**config.mk**
```make
export PLATFORM = sky130hd
export DESIGN_NAME = instr_queue_flat
export DESIGN_NICKNAME = d
export VERILOG_FILES = /design/src/rtl/instr_queue_if.sv /design/src/rtl/instr_queue.sv /design/src/flat_wrapper.sv
export SDC_FILE = /design/constraint.sdc
export NUM_CORES = 1
export LEC_CHECK = 0
export ABC_AREA = 1
export CELL_PAD_IN_SITES_DETAIL_PLACEMENT = 0
export CELL_PAD_IN_SITES_GLOBAL_PLACEMENT = 1
export CORE_MARGIN = 2
export CORE_UTILIZATION = 44
export DETAILED_ROUTE_END_ITERATION = 7
export GPL_ROUTABILITY_DRIVEN = 0
export PLACE_DENSITY = 0.77
export SLEW_MARGIN = 10
export SYNTH_ARGS = -nofsm -noshare
export SYNTH_HDL_FRONTEND = slang
export SYNTH_SLANG_ARGS = --single-unit
export TNS_END_PERCENT = 100
```
**constraint.sdc**
```tcl
create_clock -name clk -period 4.8 [get_ports clk]
set_input_delay 0.72 -clock clk [delete_from_list [all_inputs] [get_ports clk]]
set_output_delay 0.72 -clock clk [all_outputs]
set_load 0.005 [all_outputs]
```
**src/rtl/instr_queue_if.sv**
```systemverilog
// Fetch/decode handshake bundle around the instruction prefetch queue.
// master: the fetch + decode side (drives push data and pop_ready).
// slave:  the queue itself.
interface instr_queue_if #(
    parameter int DEPTH = 4,
    parameter int WIDTH = 32
);
    localparam int CNT_W = $clog2(DEPTH) + 1;

    // fetch -> queue
    logic             push_valid;
    logic [WIDTH-1:0] instr_in;
    logic [WIDTH-1:0] pc_plus_4_in;
    logic             push_ready;

    // queue -> decode
    logic             pop_ready;
    logic             pop_valid;
    logic [WIDTH-1:0] instr_out;
    logic [WIDTH-1:0] pc_plus_4_out;

    // occupancy
    logic [CNT_W-1:0] count;

    modport master (
        output push_valid,
        output instr_in,
        output pc_plus_4_in,
        input  push_ready,
        output pop_ready,
        input  pop_valid,
        input  instr_out,
        input  pc_plus_4_out,
        input  count
    );

    modport slave (
        input  push_valid,
        input  instr_in,
        input  pc_plus_4_in,
        output push_ready,
        input  pop_ready,
        output pop_valid,
        output instr_out,
        output pc_plus_4_out,
        output count
    );
endinterface

```
**src/rtl/instr_queue.sv**
```systemverilog
// Instruction prefetch queue between fetch and the decode register.
// Buffers {instr, pc_plus_4} pairs in order; head is first-word fall-through.
// A flush (branch/jump redirect) empties the queue on the same edge.
module instr_queue #(
    parameter int DEPTH = 4,
    parameter int WIDTH = 32
) (
    input  logic          clk,
    input  logic          reset,
    input  logic          flush,
    instr_queue_if.slave  bus
);
    localparam int PTR_W = $clog2(DEPTH);
    localparam int CNT_W = PTR_W + 1;
    localparam logic [CNT_W-1:0] FULL_CNT = CNT_W'(DEPTH);

    typedef struct packed {
        logic [WIDTH-1:0] instr;
        logic [WIDTH-1:0] pc_plus_4;
    } entry_t;

    entry_t           mem_q [DEPTH];
    entry_t           mem_d [DEPTH];
    logic [PTR_W-1:0] wr_ptr_q, wr_ptr_d;
    logic [PTR_W-1:0] rd_ptr_q, rd_ptr_d;
    logic [CNT_W-1:0] count_q, count_d;

    logic             full;
    logic             empty;
    logic             push_acc;
    logic             pop_acc;

    // Handshake qualification: both flags come from registered count only.
    always_comb begin
        full     = (count_q == FULL_CNT);
        empty    = (count_q == '0);
        push_acc = bus.push_valid && !full;
        pop_acc  = bus.pop_ready && !empty;
    end

    // Next-state for storage, pointers and occupancy; flush overrides any push/pop.
    always_comb begin
        mem_d    = mem_q;
        wr_ptr_d = wr_ptr_q;
        rd_ptr_d = rd_ptr_q;
        count_d  = count_q;
        if (flush) begin
            wr_ptr_d = '0;
            rd_ptr_d = '0;
            count_d  = '0;
        end else begin
            if (push_acc) begin
                mem_d[wr_ptr_q] = '{instr: bus.instr_in, pc_plus_4: bus.pc_plus_4_in};
                wr_ptr_d        = wr_ptr_q + 1'b1;
            end
            if (pop_acc) begin
                rd_ptr_d = rd_ptr_q + 1'b1;
            end
            case ({push_acc, pop_acc})
                2'b10:   count_d = count_q + 1'b1;
                2'b01:   count_d = count_q - 1'b1;
                default: count_d = count_q;
            endcase
        end
    end

    // Pointer and occupancy registers with synchronous reset.
    always_ff @(posedge clk) begin
        if (reset) begin
            wr_ptr_q <= '0;
            rd_ptr_q <= '0;
            count_q  <= '0;
        end else begin
            wr_ptr_q <= wr_ptr_d;
            rd_ptr_q <= rd_ptr_d;
            count_q  <= count_d;
        end
    end

    // Storage array; contents are don't-care after reset so no reset term.
    always_ff @(posedge clk) begin
        mem_q <= mem_d;
    end

    // Head fall-through; an empty queue presents a nop with zero PC+4.
    always_comb begin
        bus.push_ready    = !full;
        bus.pop_valid     = !empty;
        bus.count         = count_q;
        bus.instr_out     = '0;
        bus.pc_plus_4_out = '0;
        if (!empty) begin
            bus.instr_out     = mem_q[rd_ptr_q].instr;
            bus.pc_plus_4_out = mem_q[rd_ptr_q].pc_plus_4;
        end
    end
endmodule
```
**src/flat_wrapper.sv**
```systemverilog
// flat-port wrapper written by rule: the top's interface ports become plain ports
module instr_queue_flat 
#(
    parameter int DEPTH = 4,
    parameter int WIDTH = 32
)
  (clk, reset, flush, bus_push_valid, bus_instr_in, bus_pc_plus_4_in, bus_push_ready, bus_pop_ready, bus_pop_valid, bus_instr_out, bus_pc_plus_4_out, bus_count);
  instr_queue_if #(.DEPTH(DEPTH), .WIDTH(WIDTH)) bus_i ();
  input  logic clk;
  input  logic reset;
  input  logic flush;
  input wire logic [$bits(bus_i.push_valid)-1:0] bus_push_valid;
  input wire logic [$bits(bus_i.instr_in)-1:0] bus_instr_in;
  input wire logic [$bits(bus_i.pc_plus_4_in)-1:0] bus_pc_plus_4_in;
  output wire logic [$bits(bus_i.push_ready)-1:0] bus_push_ready;
  input wire logic [$bits(bus_i.pop_ready)-1:0] bus_pop_ready;
  output wire logic [$bits(bus_i.pop_valid)-1:0] bus_pop_valid;
  output wire logic [$bits(bus_i.instr_out)-1:0] bus_instr_out;
  output wire logic [$bits(bus_i.pc_plus_4_out)-1:0] bus_pc_plus_4_out;
  output wire logic [$bits(bus_i.count)-1:0] bus_count;
  assign bus_i.push_valid = bus_push_valid;
  assign bus_i.instr_in = bus_instr_in;
  assign bus_i.pc_plus_4_in = bus_pc_plus_4_in;
  assign bus_push_ready = bus_i.push_ready;
  assign bus_i.pop_ready = bus_pop_ready;
  assign bus_pop_valid = bus_i.pop_valid;
  assign bus_instr_out = bus_i.instr_out;
  assign bus_pc_plus_4_out = bus_i.pc_plus_4_out;
  assign bus_count = bus_i.count;
  instr_queue #(.DEPTH(DEPTH), .WIDTH(WIDTH)) u_core (.clk(clk), .reset(reset), .flush(flush), .bus(bus_i));
endmodule
```
==> key figures <==
Synthesis
  • Post-synthesis compound-gate area fraction: 9.579%
  • Multiplexer share of the synthesized area: 0%
  • Synth Instances: 825
  • YS warnings: 0
  • Post-synthesis simple-gate area fraction: 10.58%
  • Sequential share of the synthesized area: 75.47%
  • Largest family of logic cells by synthesized area: simple AND/OR/NAND/NOR gates
  • Post-Synth XOR/XNOR Area: 0%
  • Post-synth EDFFs: 256
  • Post-Synth Adder-Cell Area: 0.7962%
  • Top_reg_cell synth: edfxtp_1
  • Fraction of registers with async set/reset: 0%
  • Post-synthesis net count: 900
  • Syn Area/Cell: 12.57 sq um
  • Synthesized area: 0.01037 sq mm
  • Number of library cell types mapped by synthesis: 19
  • Flops & latches, synth: 263

Timing
  • Worst-margin pin slew: 0.9210 ns
  • Max Freq: 0.2520 GHz
  • Relative slew slack: 38.51%
  • Pins Over Slew Limit: 0
  • Finish-stage setup viols: 0
  • Final hold violation count: 0
  • RSZ-0062 raised after global routing: no
  • Period minus WS final: 3.968 ns
  • Clock skew: 0.01040 ns
  • Setup TNS: 0 ns
  • Final period util: 82.67%

Setup path
  • Crit path kind: flop to primary output
  • Crit Reg-Reg Startpoint: u_core.bus.count[1]$_SDFFE_PP0P_
  • RR Endpoint: u_core.mem_q[170]$_DFFE_PP_
  • CP endpoint: bus_instr_out[1]
  • Reg2reg path depth: 5
  • Crit start category: flop
  • CP max FO: 70
  • CP arrival: 3.25 ns
  • CP startpoint: u_core.rd_ptr_q[0]$_SDFFE_PP0P_
  • CP required: 4.08 ns
  • Crit path capture type: primary output
  • R2R Setup Slk: 2.16 ns

Power
  • Static leakage: 4.309 nW
  • Worst vdd ir: 0.0002402 V
  • Power density over the cells: 383.8 mW/mm^2
  • Pwr Total: 0.004926 W

Clock tree
  • Clk buf depth: 3
  • CTS H-tree depth: 1
  • CTS Hold Bufs: 0
  • Post-CTS setup buffer count: 0
  • CTS root buf: clkbuf_16
  • Total CTS buffers: 26
  • Post-cts sizing count: 0
  • CTS tree: yes
  • Clock Latency Late Sink: 0.52 ns
  • Sink Count: 263
  • Reg clk slew, reported paths: 0.06 ns

Die
  • Die width: 157.5 um
  • Number of cell rows: 56
  • Die Height: 157.5 um
  • Die Footprint: 0.02482 sq mm
  • Total I/O pin count: 138
  • Initial Util: 44.45%
  • Core Footprint: 0.02333 sq mm

Finish
  • Multi-input gate area: 0.002203 sq mm
  • Layout cells sized above 1: 5.858%
  • Most frequent cells in the layout: nor2_1, edfxtp_1, clkdlybuf4s50_1
  • Syn-to-layout area delta: 23.75%
  • Commonest non-fill, non-tap cell in the layout: nor2_1
  • N_diodes: 0
  • FILL cells: 1942
  • Final #Nets: 1030
  • Reg area: 0.007833 sq mm

Detailed routing
  • Routed WL: 22.42 mm
  • Pre-antenna DRT Iters: 5
  • DRC Markers: 0
  • Routed via count: 6490
  • Routed wire length per instance: 17.35 um
  • DRT antenna net count: 0
  • DRT iter0 DRCs: 495
  • Routed vias/inst: 5.023

Placed design
  • DP HPWL: 12.57 mm
  • Buffers added on ports: 137

Worst hold path
  • Hold Path Depth: 2
  • Hold Crit Class: flop to flop

GRT
  • Gr usage total: 17.97%
  • Largest net degree at the start of global routing: 84
  • Vias in the first global route: 6363
  • Overflow after GRT: 0
  • First-pass GRT wire length: 34.11 mm
  • Initial antenna violation count: 0

Job
  • Max-Cap Viols: 0

Run status
  • Status: complete, no violations
flip-flops by register name, indices dropped and copies added (netlist names):
signal and count:
u_core.bus.count 3, u_core.wr_ptr_q 2, u_core.mem_q 256, u_core.rd_ptr_q 2
cells in the mapped netlist, types with 3 or more instances:
| cell type | instances | area, sq um |
|---|---|---|
| inv_2 | 3 | 11.26 |
| clkbuf_1 | 4 | 15.01 |
| o21ai_0 | 40 | 200.2 |
| o21ai_1 | 90 | 450.4 |
| dfxtp_1 | 7 | 140.1 |
| a21oi_1 | 67 | 335.3 |
| buf_6 | 7 | 78.83 |
| inv_1 | 16 | 60.06 |
| ha_1 | 5 | 62.56 |
| nor2_1 | 270 | 1013 |
| nand3_1 | 4 | 20.02 |
| buf_4 | 6 | 45.04 |
| buf_2 | 22 | 110.1 |
| clkbuf_2 | 10 | 50.05 |
| nand2_1 | 15 | 56.30 |
| edfxtp_1 | 256 | 7687 |
worst max-delay path, cell delays in order (launching register included):
cell             delay (ns)
dfxtp_4                0.84
buf_4                  0.69
nor2_1                 0.11
nor2_1                 0.11
o21ai_1                0.08
a21oi_1                0.28
clkdlybuf4s50_1        0.55
where the power goes:
group / internal, W / leakage (nW) / switching, W / total [W]
sequential: 0.00257 / 2.38 / 0.0000170 / 0.00258
clock: 0.00118 / 0.409 / 0.000794 / 0.00198
combinational: 0.000172 / 1.52 / 0.000191 / 0.000363
final cells by class:
cell class	instances	share of cell area [%]
multi-input combinational	494	17.17
clock inverter	13	1.082
clock buffer	33	5.440
sequential	263	61.03
timing repair buffer	151	11.60
inverter	19	0.5752
tap	319	3.110
through the flow:
stage / std cells / worst slack, ns / instance area, sq um / hold WS [ns] / util [%]
after global routing: 1292 / 0.6237 / 12830 / 0.5581 / 55.01
after floorplan: 825 / 0.4240 / 10370 / 0.4974 / -
after global placement: 1246 / 1.371 / 12000 / 0.5254 / 51.42
after CTS: 1292 / 0.8266 / 12830 / 0.5287 / 55.01
after detailed placement: 1246 / 1.358 / 12000 / 0.5203 / 51.42
final: 1292 / 0.8317 / 12830 / 0.5240 / 55.01
worst min-delay path by stage:
stage,from,to,slack [ns]
after floorplan,u_core.wr_ptr_q[1]$_SDFFE_PP0P_,u_core.wr_ptr_q[1]$_SDFFE_PP0P_,0.50
final,u_core.wr_ptr_q[1]$_SDFFE_PP0P_,u_core.wr_ptr_q[1]$_SDFFE_PP0P_,0.52
after detailed placement,u_core.wr_ptr_q[1]$_SDFFE_PP0P_,u_core.wr_ptr_q[1]$_SDFFE_PP0P_,0.52
after global routing,u_core.wr_ptr_q[1]$_SDFFE_PP0P_,u_core.wr_ptr_q[1]$_SDFFE_PP0P_,0.56
after CTS,u_core.wr_ptr_q[1]$_SDFFE_PP0P_,u_core.wr_ptr_q[1]$_SDFFE_PP0P_,0.53
after global placement,u_core.wr_ptr_q[1]$_SDFFE_PP0P_,u_core.wr_ptr_q[1]$_SDFFE_PP0P_,0.53
cell families after synthesis:
kind of cell | after synthesis
and+or+nand+nor | 290
adders and majority gates | 6
DFF | 263
buffers and inverters | 68
AOI/OAI and AO/OA | 198
per-layer routing:
metal / vias up / GRT usage [%] / wire, um
met5: - / 0 / 0
met4: 0 / 5.195 / 439
met3: 32 / 2.643 / 1311
met2: 192 / 29.92 / 10790
met1: 3103 / 24.74 / 9880
li1: 3163 / - / -
Note: power is estimated with default switching activity, not from simulation.
